$ cat src/rtl/cc_video_pkg.sv
// rtl/cc_video_pkg.sv - shared video timing defaults and 4 bpp bitmap packing helpers
package cc_video_pkg;

   localparam int DEF_H_TOTAL  = 320;
   localparam int DEF_H_VIS    = 256;
   localparam int DEF_HS_START = 272;
   localparam int DEF_HS_LEN   = 32;
   localparam int DEF_V_TOTAL  = 256;
   localparam int DEF_V_VIS    = 232;
   localparam int DEF_VS_START = 240;
   localparam int DEF_VS_LEN   = 4;

   localparam int BMP_ADDR_W   = 15;

   typedef struct packed {
      logic hblank;
      logic vblank;
      logic hsync_n;
      logic vsync_n;
   } scan_sig_t;

   localparam scan_sig_t SIG_IDLE = '{hblank: 1'b1, vblank: 1'b1, hsync_n: 1'b1, vsync_n: 1'b1};

   // x[0] = 0 selects the high nibble; the CPU write path packs bytes the same way
   function automatic logic [3:0] nib_sel(input logic [7:0] b, input logic x0);
      return x0 ? b[3:0] : b[7:4];
   endfunction

endpackage

$ cat src/rtl/scan_timing.sv
// rtl/scan_timing.sv - raster counters, raw blank/sync and their 2-stage pixel alignment delay
module scan_timing
   import cc_video_pkg::*;
#(
   parameter int H_TOTAL  = DEF_H_TOTAL,
   parameter int H_VIS    = DEF_H_VIS,
   parameter int HS_START = DEF_HS_START,
   parameter int HS_LEN   = DEF_HS_LEN,
   parameter int V_TOTAL  = DEF_V_TOTAL,
   parameter int V_VIS    = DEF_V_VIS,
   parameter int VS_START = DEF_VS_START,
   parameter int VS_LEN   = DEF_VS_LEN
)(
   input  logic       clk,
   input  logic       reset,
   input  logic       ce_pix_i,
   output logic [8:0] hcnt_o,
   output logic [7:0] vcnt_o,
   output logic       line_wrap_o,
   output logic       frame_wrap_o,
   output logic       hblank_o,
   output logic       vblank_o,
   output logic       hsync_n_o,
   output logic       vsync_n_o
);

   logic [8:0] hcnt_q, hcnt_d;
   logic [7:0] vcnt_q, vcnt_d;
   logic       h_last, v_last;
   scan_sig_t  raw_sig;
   scan_sig_t  dly1_q, dly2_q;

   always_comb begin
      h_last = (hcnt_q == 9'(H_TOTAL - 1));
      v_last = (vcnt_q == 8'(V_TOTAL - 1));
      hcnt_d = hcnt_q;
      vcnt_d = vcnt_q;
      if (ce_pix_i) begin
         hcnt_d = h_last ? 9'd0 : hcnt_q + 9'd1;
         if (h_last) begin
            vcnt_d = v_last ? 8'd0 : vcnt_q + 8'd1;
         end
      end
      raw_sig.hblank  = (hcnt_q >= 9'(H_VIS));
      raw_sig.vblank  = (vcnt_q >= 8'(V_VIS));
      raw_sig.hsync_n = !((hcnt_q >= 9'(HS_START)) && (hcnt_q < 9'(HS_START + HS_LEN)));
      raw_sig.vsync_n = !((vcnt_q >= 8'(VS_START)) && (vcnt_q < 8'(VS_START + VS_LEN)));
   end

   // Two ce_pix stages match the fetch -> shift -> pix latency of the pixel path
   always_ff @(posedge clk or posedge reset) begin
      if (reset) begin
         hcnt_q <= 9'd0;
         vcnt_q <= 8'd0;
         dly1_q <= SIG_IDLE;
         dly2_q <= SIG_IDLE;
      end else begin
         hcnt_q <= hcnt_d;
         vcnt_q <= vcnt_d;
         if (ce_pix_i) begin
            dly1_q <= raw_sig;
            dly2_q <= dly1_q;
         end
      end
   end

   assign hcnt_o       = hcnt_q;
   assign vcnt_o       = vcnt_q;
   assign line_wrap_o  = ce_pix_i && h_last;
   assign frame_wrap_o = ce_pix_i && h_last && v_last;
   assign hblank_o     = dly2_q.hblank;
   assign vblank_o     = dly2_q.vblank;
   assign hsync_n_o    = dly2_q.hsync_n;
   assign vsync_n_o    = dly2_q.vsync_n;

endmodule

$ cat src/rtl/bitmap_scanout.sv
// rtl/bitmap_scanout.sv - display-side 4 bpp bitmap reader with scroll, flip and raster timing
module bitmap_scanout
   import cc_video_pkg::*;
#(
   parameter int H_TOTAL  = DEF_H_TOTAL,
   parameter int H_VIS    = DEF_H_VIS,
   parameter int HS_START = DEF_HS_START,
   parameter int HS_LEN   = DEF_HS_LEN,
   parameter int V_TOTAL  = DEF_V_TOTAL,
   parameter int V_VIS    = DEF_V_VIS,
   parameter int VS_START = DEF_VS_START,
   parameter int VS_LEN   = DEF_VS_LEN
)(
   input  logic                  clk,
   input  logic                  reset,
   input  logic                  ce_pix,
   input  logic [7:0]            BD,
   input  logic                  HSCRLn,
   input  logic                  VSCRLn,
   input  logic                  FLIP,
   output logic [BMP_ADDR_W-1:0] rd_addr,
   output logic                  rd_req,
   input  logic [7:0]            rd_data,
   output logic [3:0]            pix,
   output logic                  hblank,
   output logic                  vblank,
   output logic                  hsync_n,
   output logic                  vsync_n
);

   logic [8:0] hcnt;
   logic [7:0] vcnt;
   logic       line_wrap, frame_wrap;

   scan_timing #(
      .H_TOTAL(H_TOTAL), .H_VIS(H_VIS), .HS_START(HS_START), .HS_LEN(HS_LEN),
      .V_TOTAL(V_TOTAL), .V_VIS(V_VIS), .VS_START(VS_START), .VS_LEN(VS_LEN)
   ) u_timing (
      .clk          (clk),
      .reset        (reset),
      .ce_pix_i     (ce_pix),
      .hcnt_o       (hcnt),
      .vcnt_o       (vcnt),
      .line_wrap_o  (line_wrap),
      .frame_wrap_o (frame_wrap),
      .hblank_o     (hblank),
      .vblank_o     (vblank),
      .hsync_n_o    (hsync_n),
      .vsync_n_o    (vsync_n)
   );

   logic [7:0]            hscroll_pend_q, hscroll_pend_d;
   logic [7:0]            vscroll_pend_q, vscroll_pend_d;
   logic [7:0]            hscroll_q, hscroll_d;
   logic [7:0]            vscroll_q, vscroll_d;
   logic                  flip_q, flip_d;
   logic [BMP_ADDR_W-1:0] rd_addr_q, rd_addr_d;
   logic                  fetch_pend_q;
   logic [7:0]            fetch_reg_q, fetch_reg_d;
   logic [7:0]            shift_q, shift_d;
   logic [3:0]            pix_q, pix_d;
   logic [7:0]            sx, sy;
   logic                  fetch_now;

   always_comb begin
      // Horizontal scroll moves in pixel pairs so a fetch never straddles two bytes
      sx = hcnt[7:0] + {hscroll_q[7:1], 1'b0};
      sy = vcnt + vscroll_q;
      if (flip_q) begin
         sx = ~sx;
         sy = ~sy;
      end

      fetch_now = ce_pix && !reset && !hcnt[0] && (hcnt < 9'(H_VIS)) && (vcnt < 8'(V_VIS));
      rd_addr_d = fetch_now ? {sy, sx[7:1]} : rd_addr_q;

      hscroll_pend_d = HSCRLn ? hscroll_pend_q : BD;
      vscroll_pend_d = VSCRLn ? vscroll_pend_q : BD;
      hscroll_d      = line_wrap ? hscroll_pend_q : hscroll_q;
      vscroll_d      = frame_wrap ? vscroll_pend_q : vscroll_q;
      flip_d         = frame_wrap ? FLIP : flip_q;

      fetch_reg_d = fetch_pend_q ? rd_data : fetch_reg_q;
      shift_d     = shift_q;
      pix_d       = pix_q;
      if (ce_pix) begin
         if (hcnt[0]) begin
            shift_d = fetch_reg_q;
            pix_d   = nib_sel(fetch_reg_q, flip_q);
         end else begin
            pix_d   = nib_sel(shift_q, !flip_q);
         end
      end
   end

   always_ff @(posedge clk or posedge reset) begin
      if (reset) begin
         hscroll_pend_q <= 8'd0;
         vscroll_pend_q <= 8'd0;
         hscroll_q      <= 8'd0;
         vscroll_q      <= 8'd0;
         flip_q         <= 1'b0;
         rd_addr_q      <= '0;
         fetch_pend_q   <= 1'b0;
         fetch_reg_q    <= 8'd0;
         shift_q        <= 8'd0;
         pix_q          <= 4'd0;
      end else begin
         hscroll_pend_q <= hscroll_pend_d;
         vscroll_pend_q <= vscroll_pend_d;
         hscroll_q      <= hscroll_d;
         vscroll_q      <= vscroll_d;
         flip_q         <= flip_d;
         rd_addr_q      <= rd_addr_d;
         fetch_pend_q   <= fetch_now;
         fetch_reg_q    <= fetch_reg_d;
         shift_q        <= shift_d;
         pix_q          <= pix_d;
      end
   end

   assign rd_req  = fetch_now;
   assign rd_addr = rd_addr_d;
   assign pix     = (hblank || vblank) ? 4'h0 : pix_q;

endmodule

$ cat config.mk
export PLATFORM = sky130hd
export DESIGN_NAME = bitmap_scanout
export DESIGN_NICKNAME = d
export VERILOG_FILES = /design/src/rtl/cc_video_pkg.sv /design/src/rtl/scan_timing.sv /design/src/rtl/bitmap_scanout.sv
export SDC_FILE = /design/constraint.sdc
export NUM_CORES = 1
export LEC_CHECK = 0
export BUFFER_PORTS_ARGS = -buffer_cell sky130_fd_sc_hd__clkbuf_2
export CAP_MARGIN = 20
export CORE_MARGIN = 1.5
export CORE_UTILIZATION = 60
export DETAILED_ROUTE_END_ITERATION = 16
export PLACE_DENSITY = 0.89
export SLEW_MARGIN = 25
export SYNTH_ARGS = -nofsm -noshare
export SYNTH_HDL_FRONTEND = slang
export SYNTH_SLANG_ARGS = --single-unit
$ cat constraint.sdc
create_clock -name clk -period 6.91 [get_ports clk]
set_input_delay 2.073 -clock clk [delete_from_list [all_inputs] [get_ports clk]]
set_output_delay 2.073 -clock clk [all_outputs]
set_load 0.02 [all_outputs]
==> results.py <==
metrics = {
    "outcome": {
        "result_of_the_run": "completed",
    },
    "route": {
        "route.detailed.drc": 0,
        "drt_iter0_drc": 160,
        "wire_per_inst_um": 17.2,
        "postRouteWirelength_um": 8920,
        "drtAntennaViolNets": 0,
        "drtPass1Iterations": 4,
        "route.vias.total": 3010,
        "routed_via_density": 5.79,
    },
    "die": {
        "num_rows": 30,
        "dieHeight_um": 88.5,
        "design.portCount": 46,
        "die_x_um": 88.5,
        "die-area_mm2": 0.00783,
        "core_area_mm2": 0.00694,
        "initial_utilization": 0.632,
    },
    "setup_path": {
        "timing.critical_path.cells": "clkbuf_2 -> or4b_1 -> or2_2 -> or4b_1 -> nand3_1 -> clkbuf_2",
        "setup.worst_path.class": "input pin to primary output",
        "worst_setup_path_start_kind": "input pin",
        "timing.critical_path.slowest_cell_delay_ns": 0.56,
        "critPathCaptureType": "primary output",
        "timing.critical_path.required_ns": 4.84,
        "critical_path_maximum_fanout": 31,
        "timing.critical_path.arrival_ns": 4.07,
        "cp_slowest_cell": "sky130_fd_sc_hd__or4b_1",
    },
    "global_routing": {
        "via_count_of_the_first_global_routing_pass": 3014,
        "groute.usage.overall": 0.253,
        "number_of_antenna_violations_at_the_first_check_in_global_routing": 0,
        "grt_pass1_wl_um": 14600,
        "grt_start_max_net_pins": 53,
        "grt_remaining_overflow": 0,
    },
    "place": {
        "place_inst": 504,
        "detailedPlacementHpwl_um": 6350,
        "port_buffers": 45,
        "gp_congestion": 0.815,
    },
    "sta": {
        "timing.final.setup_violations": 0,
        "timing_worst_slew_pin_value_ns": 1.00,
        "final_max_slew_viol_count": 0,
        "setup-tns-final_ns": 0,
        "slew_headroom": 0.329,
        "rsz0062_at_grt": "no",
        "period_share": 0.889,
        "skew_ns": 0.0152,
        "final.min_clock_period_ns": 6.14,
        "achievable-frequency_ghz": 0.163,
        "final-hold-violation-count": 0,
    },
    "pwr": {
        "power-per-cell-area_mw_per_mm2": 301,
        "largest_voltage_drop_on_the_vdd_net_v": 0.000182,
        "leakagePower_nw": 2.36,
    },
    "finish": {
        "post_route_cells_drive_above_1_share": 0.309,
        "antenna-diode-count": 0,
        "instances_no_fill": 520,
        "final_common_cell": "sky130_fd_sc_hd__dfrtp_1",
        "num-nets-final": 460,
        "final_cell_mix": "sky130_fd_sc_hd__dfrtp_1, sky130_fd_sc_hd__nand2_1, sky130_fd_sc_hd__mux2_2, sky130_fd_sc_hd__clkbuf_2, sky130_fd_sc_hd__xnor2_1",
        "layout-area-overhead-vs-synth_pct": 12.0,
    },
    "logic_synthesis": {
        "ys_seq_area_frac": 0.527,
        "synth_area_mm2": 0.00439,
        "synthesis.yosys.warnings": 0,
        "unique_cell_type_count_in_the_yosys_netlist": 36,
        "synth-seq-cells": 92,
        "synth_nets": 416,
        "synthCells": 375,
        "syn_area_per_cell_um2": 11.7,
        "synthArstFlopShare": 1.00,
        "synth_enable_flop_cells": 0,
        "synth_ff_type": "sky130_fd_sc_hd__dfrtp_1",
    },
    "flow_run": {
        "cap_violations": 0,
    },
    "clock_network": {
        "post_cts_resize_count": 0,
        "cts_inserted_buffers": 9,
        "cts_root_buf": "sky130_fd_sc_hd__clkbuf_8",
        "tritoncts": "done",
        "clkSinkCount": 92,
        "cts_htree_levels": 3,
        "worst_skew_pair.late_latency_ns": 0.37,
        "post-cts-setup-buffer-count": 0,
        "worst_setup_hold_path_clk_slew_ns": 0.10,
        "cts.hold.buffers_added": 0,
        "clockBufferDepth": 2,
    },
    "min_path": {
        "worstHoldPathType": "flip-flop to flip-flop",
    },
}
[registers in the layout, summed over array words and instances (netlist names), 7 cells and up]
name / flops
rd_addr_q: 15
vscroll_q: 8
u_timing.vcnt_o: 8
u_timing.hcnt_o: 9
fetch_reg_q: 8
hscroll_pend_q: 7
hscroll_q: 7
shift_q: 8
vscroll_pend_q: 8
[Yosys cell counts (4+ instances only)]
cell | number | area [um2]
sky130_fd_sc_hd__a21oi_1 | 13 | 65.1
sky130_fd_sc_hd__nor3_1 | 5 | 25.0
sky130_fd_sc_hd__ha_1 | 17 | 213
sky130_fd_sc_hd__a21o_1 | 4 | 30.0
sky130_fd_sc_hd__nand3_1 | 10 | 50.1
sky130_fd_sc_hd__xnor2_1 | 23 | 201
sky130_fd_sc_hd__nor4_1 | 4 | 25.0
sky130_fd_sc_hd__nor2_1 | 13 | 48.8
sky130_fd_sc_hd__clkbuf_1 | 8 | 30.0
sky130_fd_sc_hd__o21ai_0 | 20 | 100
sky130_fd_sc_hd__and2_1 | 4 | 25.0
sky130_fd_sc_hd__buf_2 | 4 | 20.0
sky130_fd_sc_hd__inv_1 | 8 | 30.0
sky130_fd_sc_hd__mux2_2 | 50 | 563
sky130_fd_sc_hd__xor2_1 | 12 | 105
sky130_fd_sc_hd__dfrtp_1 | 84 | 2100
sky130_fd_sc_hd__mux4_2 | 4 | 90.1
sky130_fd_sc_hd__dfstp_2 | 8 | 210
sky130_fd_sc_hd__nand2_1 | 54 | 203
[path summary, 6_finish.rpt]
check / startpoint / endpoint / slack (ns) / depth (start not counted)
max in group asynchronous: reset / flip_q / 4.00 / 3
min reg2reg: hscroll_pend_q[6] / hscroll_q[6] / 0.48 / 2
max reg2reg: u_timing.hcnt_o[0] / vscroll_q[6] / 3.93 / 5
min: hscroll_pend_q[6] / hscroll_q[6] / 0.48 / 2
max: reset / rd_addr[13] / 0.77 / 6
min in group asynchronous: reset / shift_q[2] / 1.77 / 2
[layout make-up]
cell class	instances	area (um2)
clock buffer	9	124
clock inverter	7	97.6
fill	470	2030
inverter	8	31.3
multi-input combinational	260	1980
sequential	92	2310
tap	96	120
timing repair buffer	48	248
[stage by stage]
stage	hold slack, ns	area (um2)	worst slack, ns	total power, mW	util
final	0.479	4910	0.769	1.48	0.708
after global routing	0.508	4910	0.678	1.56	0.708
after CTS	0.482	4910	0.769	1.49	0.708
after detailed placement	0.457	4690	0.759	1.09	0.676
after global placement	0.450	4690	0.807	1.06	0.675
after floorplan	0.433	4390	1.04	0.982	-
[kinds of logic (layout without fill, tap and decap cells)]
logic type                 Yosys count  after routing  share of synthesized area
and+or+nand+nor                    106            106                      0.114
xor gates and xnor gates            35             35                     0.0699
AOI/OAI and AO/OA                   46             46                     0.0613
DFF                                 92             92                      0.527
buffers and inverters               23             72                     0.0217
muxes                               54             54                      0.149
adders and majority gates           19             19                     0.0576
[routing by layer]
| metal | share of wire | up-vias | GRT usage |
|---|---|---|---|
| li1 | - | 1394 | - |
| met1 | 0.43 | 1512 | 0.316 |
| met2 | 0.51 | 84 | 0.421 |
| met3 | 0.042 | 20 | 0.0700 |
| met4 | 0.024 | 0 | 0.102 |
| met5 | 0 | - | 0 |
[where the power goes]
part           internal, mW  switching, mW
clock network         0.206          0.199
logic                 0.170          0.176
registers             0.646         0.0839
total                  1.02          0.459
[worst max-delay path, delay by kind of cell]
kind                   cells  cell delay, ns
buffers and inverters      2            0.28
and+or+nand+nor            4            1.70
No activity file was read; power rests on OpenSTA's default activity.
